<file path="src/rtl/vtxbuf_ctrl_if.sv">
// Bundle of the producer stream, consumer stream and vertex-buffer pins around vtxbuf_ctrl.
// The master modport is the controller; the slave modport is its surroundings.
interface vtxbuf_ctrl_if;
    logic        in_valid;
    logic [31:0] in_data;
    logic        in_ready;
    logic        out_valid;
    logic [31:0] out_data;
    logic        out_last;
    logic        out_ready;
    logic        buf_en;
    logic        buf_write;
    logic [3:0]  buf_addr;
    logic [31:0] buf_wdata;
    logic [31:0] buf_rdata;
    logic [4:0]  occupancy;

    modport master (
        input  in_valid, in_data, out_ready, buf_rdata,
        output in_ready, out_valid, out_data, out_last,
               buf_en, buf_write, buf_addr, buf_wdata, occupancy
    );

    modport slave (
        output in_valid, in_data, out_ready, buf_rdata,
        input  in_ready, out_valid, out_data, out_last,
               buf_en, buf_write, buf_addr, buf_wdata, occupancy
    );
endinterface

</file>
<file path="src/rtl/vtxbuf_ctrl.sv">
// Shares a single-port 16x32 vertex buffer between a word producer and a consumer
// that drains whole primitives; the buffer is run as a circular FIFO of vertex slots.
module vtxbuf_ctrl #(
    parameter int VTX_WORDS = 4,
    parameter int PRIM_VTX  = 3
) (
    input  logic          clk,
    input  logic          reset,
    vtxbuf_ctrl_if.master bus
);
    localparam int         SLOTS       = 16 / VTX_WORDS;
    localparam int         BURST_WORDS = PRIM_VTX * VTX_WORDS;
    localparam logic [3:0] WORD_MASK   = 4'(VTX_WORDS - 1);
    localparam logic [4:0] SLOTS_C     = 5'(SLOTS);
    localparam logic [4:0] PRIM_C      = 5'(PRIM_VTX);
    localparam logic [3:0] LAST_CNT    = 4'(BURST_WORDS - 1);
    localparam logic [0:0] ST_IDLE     = 1'b0;
    localparam logic [0:0] ST_BURST    = 1'b1;

    logic [3:0]  wr_ptr_reg;
    logic [3:0]  rd_ptr_reg;
    logic [3:0]  cnt_reg;
    logic [4:0]  occ_reg;
    logic [0:0]  state_reg;
    logic        out_valid_reg;
    logic        out_last_reg;
    logic [31:0] out_data_reg;

    logic        partial;
    logic        space;
    logic        rd_go;
    logic        wr_go;
    logic        wr_first;
    logic        rd_last_word;
    logic        burst_end;
    logic [4:0]  complete;

    // A half-written vertex already owns its slot, so it never needs fresh space.
    always_comb begin
        partial      = (wr_ptr_reg & WORD_MASK) != 4'd0;
        complete     = occ_reg - {4'd0, partial};
        space        = partial || (occ_reg < SLOTS_C);
        rd_go        = !reset && (state_reg == ST_BURST) && (!out_valid_reg || bus.out_ready);
        wr_go        = !reset && !rd_go && bus.in_valid && space;
        wr_first     = (wr_ptr_reg & WORD_MASK) == 4'd0;
        rd_last_word = (rd_ptr_reg & WORD_MASK) == WORD_MASK;
        burst_end    = cnt_reg == LAST_CNT;
    end

    assign bus.in_ready  = !reset && !rd_go && space;
    assign bus.buf_en    = rd_go || wr_go;
    assign bus.buf_write = wr_go;
    assign bus.buf_addr  = rd_go ? rd_ptr_reg : (wr_go ? wr_ptr_reg : 4'd0);
    assign bus.buf_wdata = bus.in_data;
    assign bus.occupancy = occ_reg;
    assign bus.out_valid = out_valid_reg;
    assign bus.out_data  = out_data_reg;
    assign bus.out_last  = out_last_reg;

    always_ff @(posedge clk) begin
        if (reset) begin
            wr_ptr_reg    <= 4'd0;
            rd_ptr_reg    <= 4'd0;
            cnt_reg       <= 4'd0;
            occ_reg       <= 5'd0;
            state_reg     <= ST_IDLE;
            out_valid_reg <= 1'b0;
            out_last_reg  <= 1'b0;
            out_data_reg  <= 32'd0;
        end else begin
            if (wr_go) begin
                wr_ptr_reg <= wr_ptr_reg + 4'd1;
                if (wr_first) begin
                    occ_reg <= occ_reg + 5'd1;
                end
            end

            // rd_go and wr_go are exclusive, so occ_reg has one writer per cycle.
            if (rd_go) begin
                rd_ptr_reg    <= rd_ptr_reg + 4'd1;
                out_data_reg  <= bus.buf_rdata;
                out_valid_reg <= 1'b1;
                out_last_reg  <= burst_end;
                if (rd_last_word) begin
                    occ_reg <= occ_reg - 5'd1;
                end
                if (burst_end) begin
                    cnt_reg   <= 4'd0;
                    state_reg <= ST_IDLE;
                end else begin
                    cnt_reg <= cnt_reg + 4'd1;
                end
            end else if (out_valid_reg && bus.out_ready) begin
                out_valid_reg <= 1'b0;
            end

            if ((state_reg == ST_IDLE) && (complete >= PRIM_C)) begin
                state_reg <= ST_BURST;
            end
        end
    end
endmodule

</file>
<file path="src/flat_wrapper.sv">
// flat-port wrapper written by rule: the top's interface ports become plain ports
module vtxbuf_ctrl_flat 
#(
    parameter int VTX_WORDS = 4,
    parameter int PRIM_VTX  = 3
)
  (clk, reset, bus_in_valid, bus_in_data, bus_out_ready, bus_buf_rdata, bus_in_ready, bus_out_valid, bus_out_data, bus_out_last, bus_buf_en, bus_buf_write, bus_buf_addr, bus_buf_wdata, bus_occupancy);
  vtxbuf_ctrl_if bus_i ();
  input  logic clk;
  input  logic reset;
  input wire logic [$bits(bus_i.in_valid)-1:0] bus_in_valid;
  input wire logic [$bits(bus_i.in_data)-1:0] bus_in_data;
  input wire logic [$bits(bus_i.out_ready)-1:0] bus_out_ready;
  input wire logic [$bits(bus_i.buf_rdata)-1:0] bus_buf_rdata;
  output wire logic [$bits(bus_i.in_ready)-1:0] bus_in_ready;
  output wire logic [$bits(bus_i.out_valid)-1:0] bus_out_valid;
  output wire logic [$bits(bus_i.out_data)-1:0] bus_out_data;
  output wire logic [$bits(bus_i.out_last)-1:0] bus_out_last;
  output wire logic [$bits(bus_i.buf_en)-1:0] bus_buf_en;
  output wire logic [$bits(bus_i.buf_write)-1:0] bus_buf_write;
  output wire logic [$bits(bus_i.buf_addr)-1:0] bus_buf_addr;
  output wire logic [$bits(bus_i.buf_wdata)-1:0] bus_buf_wdata;
  output wire logic [$bits(bus_i.occupancy)-1:0] bus_occupancy;
  assign bus_i.in_valid = bus_in_valid;
  assign bus_i.in_data = bus_in_data;
  assign bus_i.out_ready = bus_out_ready;
  assign bus_i.buf_rdata = bus_buf_rdata;
  assign bus_in_ready = bus_i.in_ready;
  assign bus_out_valid = bus_i.out_valid;
  assign bus_out_data = bus_i.out_data;
  assign bus_out_last = bus_i.out_last;
  assign bus_buf_en = bus_i.buf_en;
  assign bus_buf_write = bus_i.buf_write;
  assign bus_buf_addr = bus_i.buf_addr;
  assign bus_buf_wdata = bus_i.buf_wdata;
  assign bus_occupancy = bus_i.occupancy;
  vtxbuf_ctrl #(.VTX_WORDS(VTX_WORDS), .PRIM_VTX(PRIM_VTX)) u_core (.clk(clk), .reset(reset), .bus(bus_i));
endmodule
</file>
<file path="config.mk">
export PLATFORM = sky130hd
export DESIGN_NAME = vtxbuf_ctrl_flat
export DESIGN_NICKNAME = d
export VERILOG_FILES = /design/src/rtl/vtxbuf_ctrl_if.sv /design/src/rtl/vtxbuf_ctrl.sv /design/src/flat_wrapper.sv
export SDC_FILE = /design/constraint.sdc
export NUM_CORES = 1
export LEC_CHECK = 0
export BUFFER_PORTS_ARGS = -buffer_cell sky130_fd_sc_hd__clkbuf_2
export CAP_MARGIN = 20
export CORE_MARGIN = 5
export CORE_UTILIZATION = 47
export CTS_BUF_LIST = sky130_fd_sc_hd__clkbuf_8
export CTS_CLUSTER_SIZE = 40
export DETAILED_ROUTE_END_ITERATION = 10
export GPL_TIMING_DRIVEN = 0
export PLACE_DENSITY = 0.94
export RECOVER_POWER = 25
export SLEW_MARGIN = 5
export SYNTH_ARGS = -nofsm -noshare
export SYNTH_HDL_FRONTEND = slang
export SYNTH_SLANG_ARGS = --single-unit
</file>
<file path="constraint.sdc">
create_clock -name clk -period 3.7 [get_ports clk]
set_input_delay 0.37 -clock clk [delete_from_list [all_inputs] [get_ports clk]]
set_output_delay 0.37 -clock clk [all_outputs]
set_load 0.03 [all_outputs]
</file>
* Word-level counts from Yosys, hierarchy flattened
Index checks and enable logic that the tools add are counted.
Word-level totals: register bits 52, bits in latches 0, memory bits (writable) 0, memory bits (read-only) 0, input port bits 68, output and inout bits 78, logic and storage cells 51, memories kept 0
Cells by class: $add $sub $neg 6, $mul 0, div/mod/pow operators 0, magnitude comparators 2, equal/unequal tests 2, shift operators 0, mux-type cells 12, bitwise gates (word level) 1, reduce and logical (&&, ||, !) cells 20
Operators with widths (number):
- $mux W5 | 4
- $add A4 B1 Y4 const B | 3
- $mux W4 | 3
- $logic_and A1 B1 Y1 | 8
- $reduce_bool A2 Y1 | 3
- $add A5 B1 Y5 const B | 1
- $ge A5 B2 Y1 const B | 1
- $lt A5 B3 Y1 const B | 1
- $mux W1 | 5
- $sub A5 B1 Y5 | 1
- $sub A5 B1 Y5 const B | 1
- $eq A4 B4 Y1 const B | 1
- $logic_not A4 Y1 | 1
- $reduce_bool A4 Y1 | 1
- $logic_not A1 Y1 | 3
- $logic_or A1 B1 Y1 | 3
- $eq A2 B2 Y1 const B | 1
- $reduce_and A2 Y1 | 1
- $not A1 Y1 | 1

* Logic depth before layout (Yosys ltp)
Gate-level depths: netlist of run 1.
depth after elaboration 10, depth in mapped cells 9, mapped depth without buffers 9

* Worst setup path before layout of run 1
Ideal clock, no wire load.
path type register to output, start reg u_core.out_valid_reg, in the netlist u_core.bus.out_valid, end out bus_in_ready, data arrival time 2.158 ns, data required time 3.330 ns, slack 1.172 ns, stages on the path, launching flop included 6, buffers on the path 2, path through dfxtp_1 > nand2b_1 > clkbuf_1 > a21oi_2 > clkbuf_1 > a21boi_0
On the way: longest elaborated chain between the ends 6
RTL lines:
- from (decl) | line vtxbuf_ctrl.sv:25 | logic out_valid_reg;
- from (signal assigned) | line vtxbuf_ctrl.sv:67 | out_valid_reg <= 1'b0;
- from (signal assigned) | line vtxbuf_ctrl.sv:82 | out_valid_reg <= 1'b1;
- from (signal assigned) | line vtxbuf_ctrl.sv:94 | out_valid_reg <= 1'b0;
- $logic_not A1 Y1 | line vtxbuf_ctrl.sv:43 | rd_go = !reset && (state_reg == ST_BURST) && (!out_valid_reg || bus.out_ready);
- $logic_or A1 B1 Y1 | line vtxbuf_ctrl.sv:43
- $logic_and A1 B1 Y1 | line vtxbuf_ctrl.sv:43
- $logic_not A1 Y1 | line vtxbuf_ctrl.sv:50 | assign bus.in_ready = !reset && !rd_go && space;
- $logic_and A1 B1 Y1 (2 in series) | line vtxbuf_ctrl.sv:50
- to (decl) | line flat_wrapper.sv:15 | output wire logic [$bits(bus_i.in_ready)-1:0] bus_in_ready;
No other way between the ends.

* Worst setup path in the final report of run 1
Same ends and word-level chain as after synthesis.

==> results of run 1 <==
==> metrics by stage <==
stage | setup slack [ps] | hold slack [ps] | util [%] | std cells
6_report | 1100 | 266.8 | 63.71 | 416
5_1_grt | 887.6 | 254.3 | 63.71 | 416
4_1_cts | 1050 | 264.2 | 64.55 | 416
3_5_place_dp | 1181 | 463.6 | 62.21 | 408
3_3_place_gp | 1214 | 448.9 | 62.21 | 408
2_1_floorplan | 1172 | 435.1 | - | 228
==> metal layers <==
| metal | global-route usage, % | vias to the layer above |
|---|---|---|
| li1 | - | 1021 |
| met1 | 21.23 | 933 |
| met2 | 30.96 | 76 |
| met3 | 5.157 | 2 |
| met4 | 4.054 | 0 |
| met5 | 0 | - |
==> final cells by class <==
cell class,count,area (sq um)
Clock inverter,3,42.54
Tap cell,67,83.83
Sequential cell,52,1041
Inverter,6,22.52
Clock buffer,5,68.82
Multi-Input combinational cell,126,952.2
Buffer,44,292.8
Fill cell,429,1725
Timing Repair Buffer,113,525.5
==> final timing paths <==
| path | to | slack, ps | cells after the start |
|---|---|---|---|
| max | bus_in_ready | 1100 | 6 |
| min | u_core.bus.out_data[15] | 270 | 2 |
| max reg2reg | u_core.state_reg | 1720 | 9 |
| min reg2reg | u_core.wr_ptr_reg[3] | 480 | 1 |
==> cell families after synthesis <==
family / after synthesis / synth area share, %
DFF: 52 / 45.09
adders and majority gates: 8 / 4.336
muxes: 6 / 2.602
AOI/OAI and AO/OA: 56 / 20.81
buffers and inverters: 50 / 13.66
xor gates and xnor gates: 5 / 1.897
and+or+nand+nor: 51 / 11.60
==> power by group through the flow <==
stage / registers [mW] / logic [mW] / clock network (mW)
floorplan: 0.780 / 0.223 / 0
global placement: 0.678 / 0.450 / 0
detailed placement: 0.680 / 0.462 / 0
CTS: 0.669 / 0.464 / 0.393
global route: 0.677 / 0.490 / 0.418
finish: 0.669 / 0.454 / 0.385
==> Yosys cell counts, types with 5 or more instances <==
master,n,area (sq um)
a21oi_1,5,25.02
a22o_1,38,332.8
buf_4,32,240.2
clkbuf_1,11,41.29
dfxtp_1,52,1041
ha_1,8,100.1
inv_1,6,22.52
mux2i_1,6,60.06
nand2_1,9,33.78
nand2b_1,8,50.05
nor2_1,15,56.30
==> flow_summary.json, run 1 <==
{
  "synth.ff_latch_count": 52,
  "num_rows": 25,
  "crit_fanout": 10,
  "switching_power_mw": 0.5258,
  "async_flop_share_pct": 0,
  "vias_per_cell": 4.885,
  "grt-ovfl-total": 0,
  "antenna_left": 0,
  "worstMarginPinSlew_ps": 489.7,
  "clock-skew-final_ps": 14.16,
  "synth.distinct_cells": 37,
  "die_area_sq_um": 6413,
  "maxUsedRoutingLayer": "met4",
  "critical-path-top-delay-family": "buffers and inverters",
  "grt_start_max_net_pins": 17,
  "p_leak_nw": 1.456,
  "worst_path_most_repeated_cell": "clkbuf_1",
  "largest_reg_flops": 32,
  "wl_per_cell_um": 13.61,
  "layout-drive-gt1-share_pct": 36.10,
  "pwr-share-clk_pct": 25.5,
  "grt_antenna_before_repair": 0,
  "total_power_mw": 1.508,
  "avgSynthCellArea_sq_um": 10.12,
  "hold_violations": 0,
  "post_cts_buffers": 0,
  "insertedDiodeCount": 0,
  "h-tree-depth": 2,
  "hpwl_um": 4514,
  "cts_resized": 0,
  "grt_pass1_wl_um": 9059,
  "max_cap_violations": 0,
  "syn_nets": 304,
  "wirelength_um": 5660,
  "cp.required_ps": 3330,
  "cts_sinks": 52,
  "synth-edff-count": 0,
  "core_sq_um": 4755,
  "final_common_cell": "clkbuf_2",
  "fmax_mhz": 384.7,
  "first_global_vias": 1949,
  "die_y_um": 80.08,
  "place_area_sq_um": 2958,
  "syn2layout_area_growth_pct": 31.22,
  "combPwrFrac_pct": 30.1,
  "ys_warn_count": 0,
  "met3_wirelength_um": 451,
  "worstPathCellList": "nand2b_1, clkbuf_1, a21oi_2, clkbuf_1, a21boi_0, clkbuf_2",
  "setup_tns_ps": 0,
  "wl_met2_um": 2911,
  "fin_crit_ps": 2600,
  "fin_crit_sh_pct": 70.26,
  "grt.total_usage_pct": 17.67,
  "clk_root_buffer_cell": "clkbuf_8",
  "syn_inst": 228,
  "worstSkewPairLatency_ps": 300,
  "drt_iter0_markers": 98,
  "place.gp.congestion": 0.8831,
  "slew_viol_final": 0,
  "hold_class": "in -> reg",
  "die_x_um": 80.08,
  "cpPeakStageDelay_ps": 410,
  "worstReg2RegStart": "u_core.wr_ptr_reg[0]",
  "cp.arrival_ps": 2230,
  "ios": 146,
  "swShare_pct": 34.86,
  "endpoint_kind": "output pin",
  "met1_length_um": 2272,
  "status": "finished, final reports clean",
  "cp_num_buf_inv": 3,
  "cts_hold_buf": 0,
  "netlist_area_sq_um": 2308,
  "intPower_mw": 0.9823,
  "route.detailed.drc": 0,
  "p_per_area_nw_per_um2": 497.8,
  "min_from": "bus_buf_rdata[15]",
  "cts.clk_slew.worst_paths_ps": 100,
  "slew_headroom_pct": 67.35,
  "setup_viol": 0,
  "start_util_pct": 48.55,
  "crit_path_start": "u_core.bus.out_valid",
  "firstDrtPassIters": 4,
  "ir_drop_mv": 0.2850,
  "slowest_stage": "a21oi_2",
  "layout_common_cells": "clkbuf_2, dfxtp_1, clkbuf_1",
  "tritoncts": "yes",
  "cts_made_buffers": 5,
  "synth_top_flop_cell": "dfxtp_1",
  "nets": 424,
  "fin_area_sq_um": 3029,
  "critPathLaunchType": "flop",
  "num_vias": 2032,
  "ys_seq_area_share_pct": 45.09,
  "pwr-share-seq_pct": 44.4,
  "rsz0062_at_grt": "false",
  "clockBufferDepth": 2,
  "crit_type": "reg -> out",
  "io_buffer_count": 113
}
(Power assumes the default switching activity.)
==> inputs of run 2 (changes only) <==
- ABC_AREA: unset -> 1
- CORE_UTILIZATION: 47 -> 40
- PLACE_DENSITY: 0.94 -> 0.85
- clock period: 3.7 -> 2.3 ns (I/O delays scaled with it)
==> flow_summary.json, run 2 <==
{
  "syn_nets": 336,
  "post_cts_buffers": 0,
  "slew_headroom_pct": 74.93,
  "p_per_area_nw_per_um2": 723.9,
  "wl_per_cell_um": 12.89,
  "synth_most_common_cell": "dfxtp_1",
  "synth.distinct_cells": 28,
  "worstReg2RegStart": "u_core.wr_ptr_reg[0]",
  "p_leak_nw": 1.531,
  "largest_reg_flops": 32,
  "worstMarginPinSlew_ps": 377.6,
  "fmax_mhz": 483.7,
  "place.gp.congestion": 0.9001,
  "hold_violations": 0,
  "insertedDiodeCount": 0,
  "crit_type": "reg -> out",
  "cts.clk_slew.worst_paths_ps": 100,
  "layout-drive-gt1-share_pct": 37.89,
  "synth_commonest_cells": "dfxtp_1, nand2_1, a22o_1, buf_4, inv_1",
  "die_area_sq_um": 7716,
  "clock-skew-final_ps": 11.06,
  "setup_tns_ps": 0,
  "cp.arrival_ps": 1840,
  "core_sq_um": 5921,
  "total_power_mw": 2.269,
  "nets": 455,
  "worstSkewPairLatency_ps": 300,
  "rsz0062_at_grt": "false",
  "grt-ovfl-total": 0,
  "ff2ff_setup_slack_ps": 680,
  "vias_per_cell": 4.745,
  "route.detailed.drc": 0,
  "final_common_cell": "clkbuf_2",
  "ios": 146,
  "firstDrtPassIters": 4,
  "place_area_sq_um": 3078,
  "wirelength_um": 5864,
  "synth_top_area_share_pct": 42.95,
  "cts_made_buffers": 5,
  "grt_pass1_wl_um": 8901,
  "fin_crit_ps": 2067,
  "fin_crit_sh_pct": 89.89,
  "cts_resized": 0,
  "status": "finished, final reports clean",
  "synth.ff_latch_count": 52,
  "num_rows": 28,
  "switching_power_mw": 0.8096,
  "netlist_area_sq_um": 2424,
  "ys_warn_count": 0,
  "hold_class": "in -> reg",
  "setup_viol": 0,
  "num_vias": 2159,
  "slew_viol_final": 0,
  "critPathLaunchType": "flop",
  "r2r_end": "u_core.state_reg",
  "io_buffer_count": 112,
  "r2r_cells": 8,
  "grt_antenna_before_repair": 0,
  "hpwl_um": 4833,
  "max_cap_violations": 0,
  "cts_sinks": 52,
  "crit_fanout": 9,
  "yosys.area.top_type": "dfxtp_1",
  "endpoint_kind": "output pin",
  "fin_area_sq_um": 3134,
  "first_global_vias": 1990,
  "ys_seq_area_share_pct": 42.95,
  "pwr-share-seq_pct": 45.9,
  "swShare_pct": 35.68,
  "tritoncts": "yes",
  "h-tree-depth": 2,
  "synth_top_flop_cell": "dfxtp_1",
  "start_util_pct": 40.93,
  "fill_cells": 560,
  "layout_common_cells": "clkbuf_2, dfxtp_1, nand2_1",
  "die_x_um": 87.84,
  "cts_hold_buf": 0,
  "async_flop_share_pct": 0,
  "die_y_um": 87.84,
  "cp.required_ps": 2070,
  "hold_path_depth": 2,
  "intPower_mw": 1.459,
  "clk_root_buffer_cell": "clkbuf_8",
  "clockBufferDepth": 2,
  "synthTopCellsByArea": "dfxtp_1, a22o_1, buf_4",
  "worstHoldEndpoint": "u_core.bus.out_data[26]",
  "drt_iter0_markers": 47,
  "ir_drop_mv": 0.3428,
  "combPwrFrac_pct": 30.0,
  "pwr-share-clk_pct": 24.1,
  "synth-edff-count": 0,
  "syn_inst": 260,
  "grt.total_usage_pct": 14.28,
  "avgSynthCellArea_sq_um": 9.321,
  "antenna_left": 0,
  "syn2layout_area_growth_pct": 29.32,
  "min_from": "bus_buf_rdata[26]",
  "grt_start_max_net_pins": 19,
  "hold_slack_ps": 149.1
}
==> run 2: how the worst max path moves through the flow <==
stage | depth (start not counted) | to | slack (ps) | startpoint
5_1_grt | 8 | bus_buf_addr[2] | 90 | u_core.wr_ptr_reg[0]
3_5_place_dp | 8 | bus_buf_addr[0] | 570 | u_core.wr_ptr_reg[0]
4_1_cts | 8 | bus_buf_addr[0] | 220 | u_core.wr_ptr_reg[0]
3_3_place_gp | 8 | bus_buf_addr[0] | 600 | u_core.wr_ptr_reg[0]
2_1_floorplan | 4 | bus_buf_addr[3] | 350 | u_core.bus.out_valid
6_report | 8 | bus_buf_addr[0] | 230 | u_core.wr_ptr_reg[0]
==> run 2: logic make-up after synthesis <==
logic type      share of synthesized area, %
buf+inv                                19.36
simple gates                           13.99
compound gates                         17.76
flops                                  42.95
fa+ha+maj                              4.130
xor+xnor                               1.807
==> run 2: layout make-up <==
cell class,instances,area (sq um),share of cell area (%)
Tap cell,75,93.84,2.994
Buffer,41,349.1,11.14
Sequential cell,52,1041,33.21
Multi-Input combinational cell,139,913.4,29.14
Clock inverter,3,27.53,0.8782
Inverter,28,120.1,3.832
Timing Repair Buffer,112,520.5,16.61
Clock buffer,5,68.82,2.196
==> run 2: critical path, cell delays in order (launching register included) <==
cell and delay (ps):
dfxtp_1 410, inv_1 70, ha_1 260, nand2_2 150, nand3_4 150, inv_4 120
nand2_1 80, nand2_1 80, clkbuf_2 200
==> run 2: power by group through the flow <==
stage               sequential [mW]  combinational, mW  clock [mW]
floorplan                      1.20              0.362           0
global placement               1.06              0.683           0
detailed placement             1.06              0.695           0
CTS                            1.04              0.698       0.566
global route                   1.05              0.736       0.609
finish                         1.04              0.681       0.547
==> run 2: through the flow <==
step	instances	setup WS, ps	utilization [%]
6_report	455	232.5	52.94
5_1_grt	455	89.21	52.94
4_1_cts	455	223.0	53.61
3_5_place_dp	447	573.2	51.99
3_3_place_gp	447	602.2	51.99
2_1_floorplan	260	354.6	-
==> run 2: layer usage <==
layer	routed length, um	track usage, %
met4	25	2.232
met2	2662	24.25
met5	0	0
met3	719	3.198
met1	2456	18.92
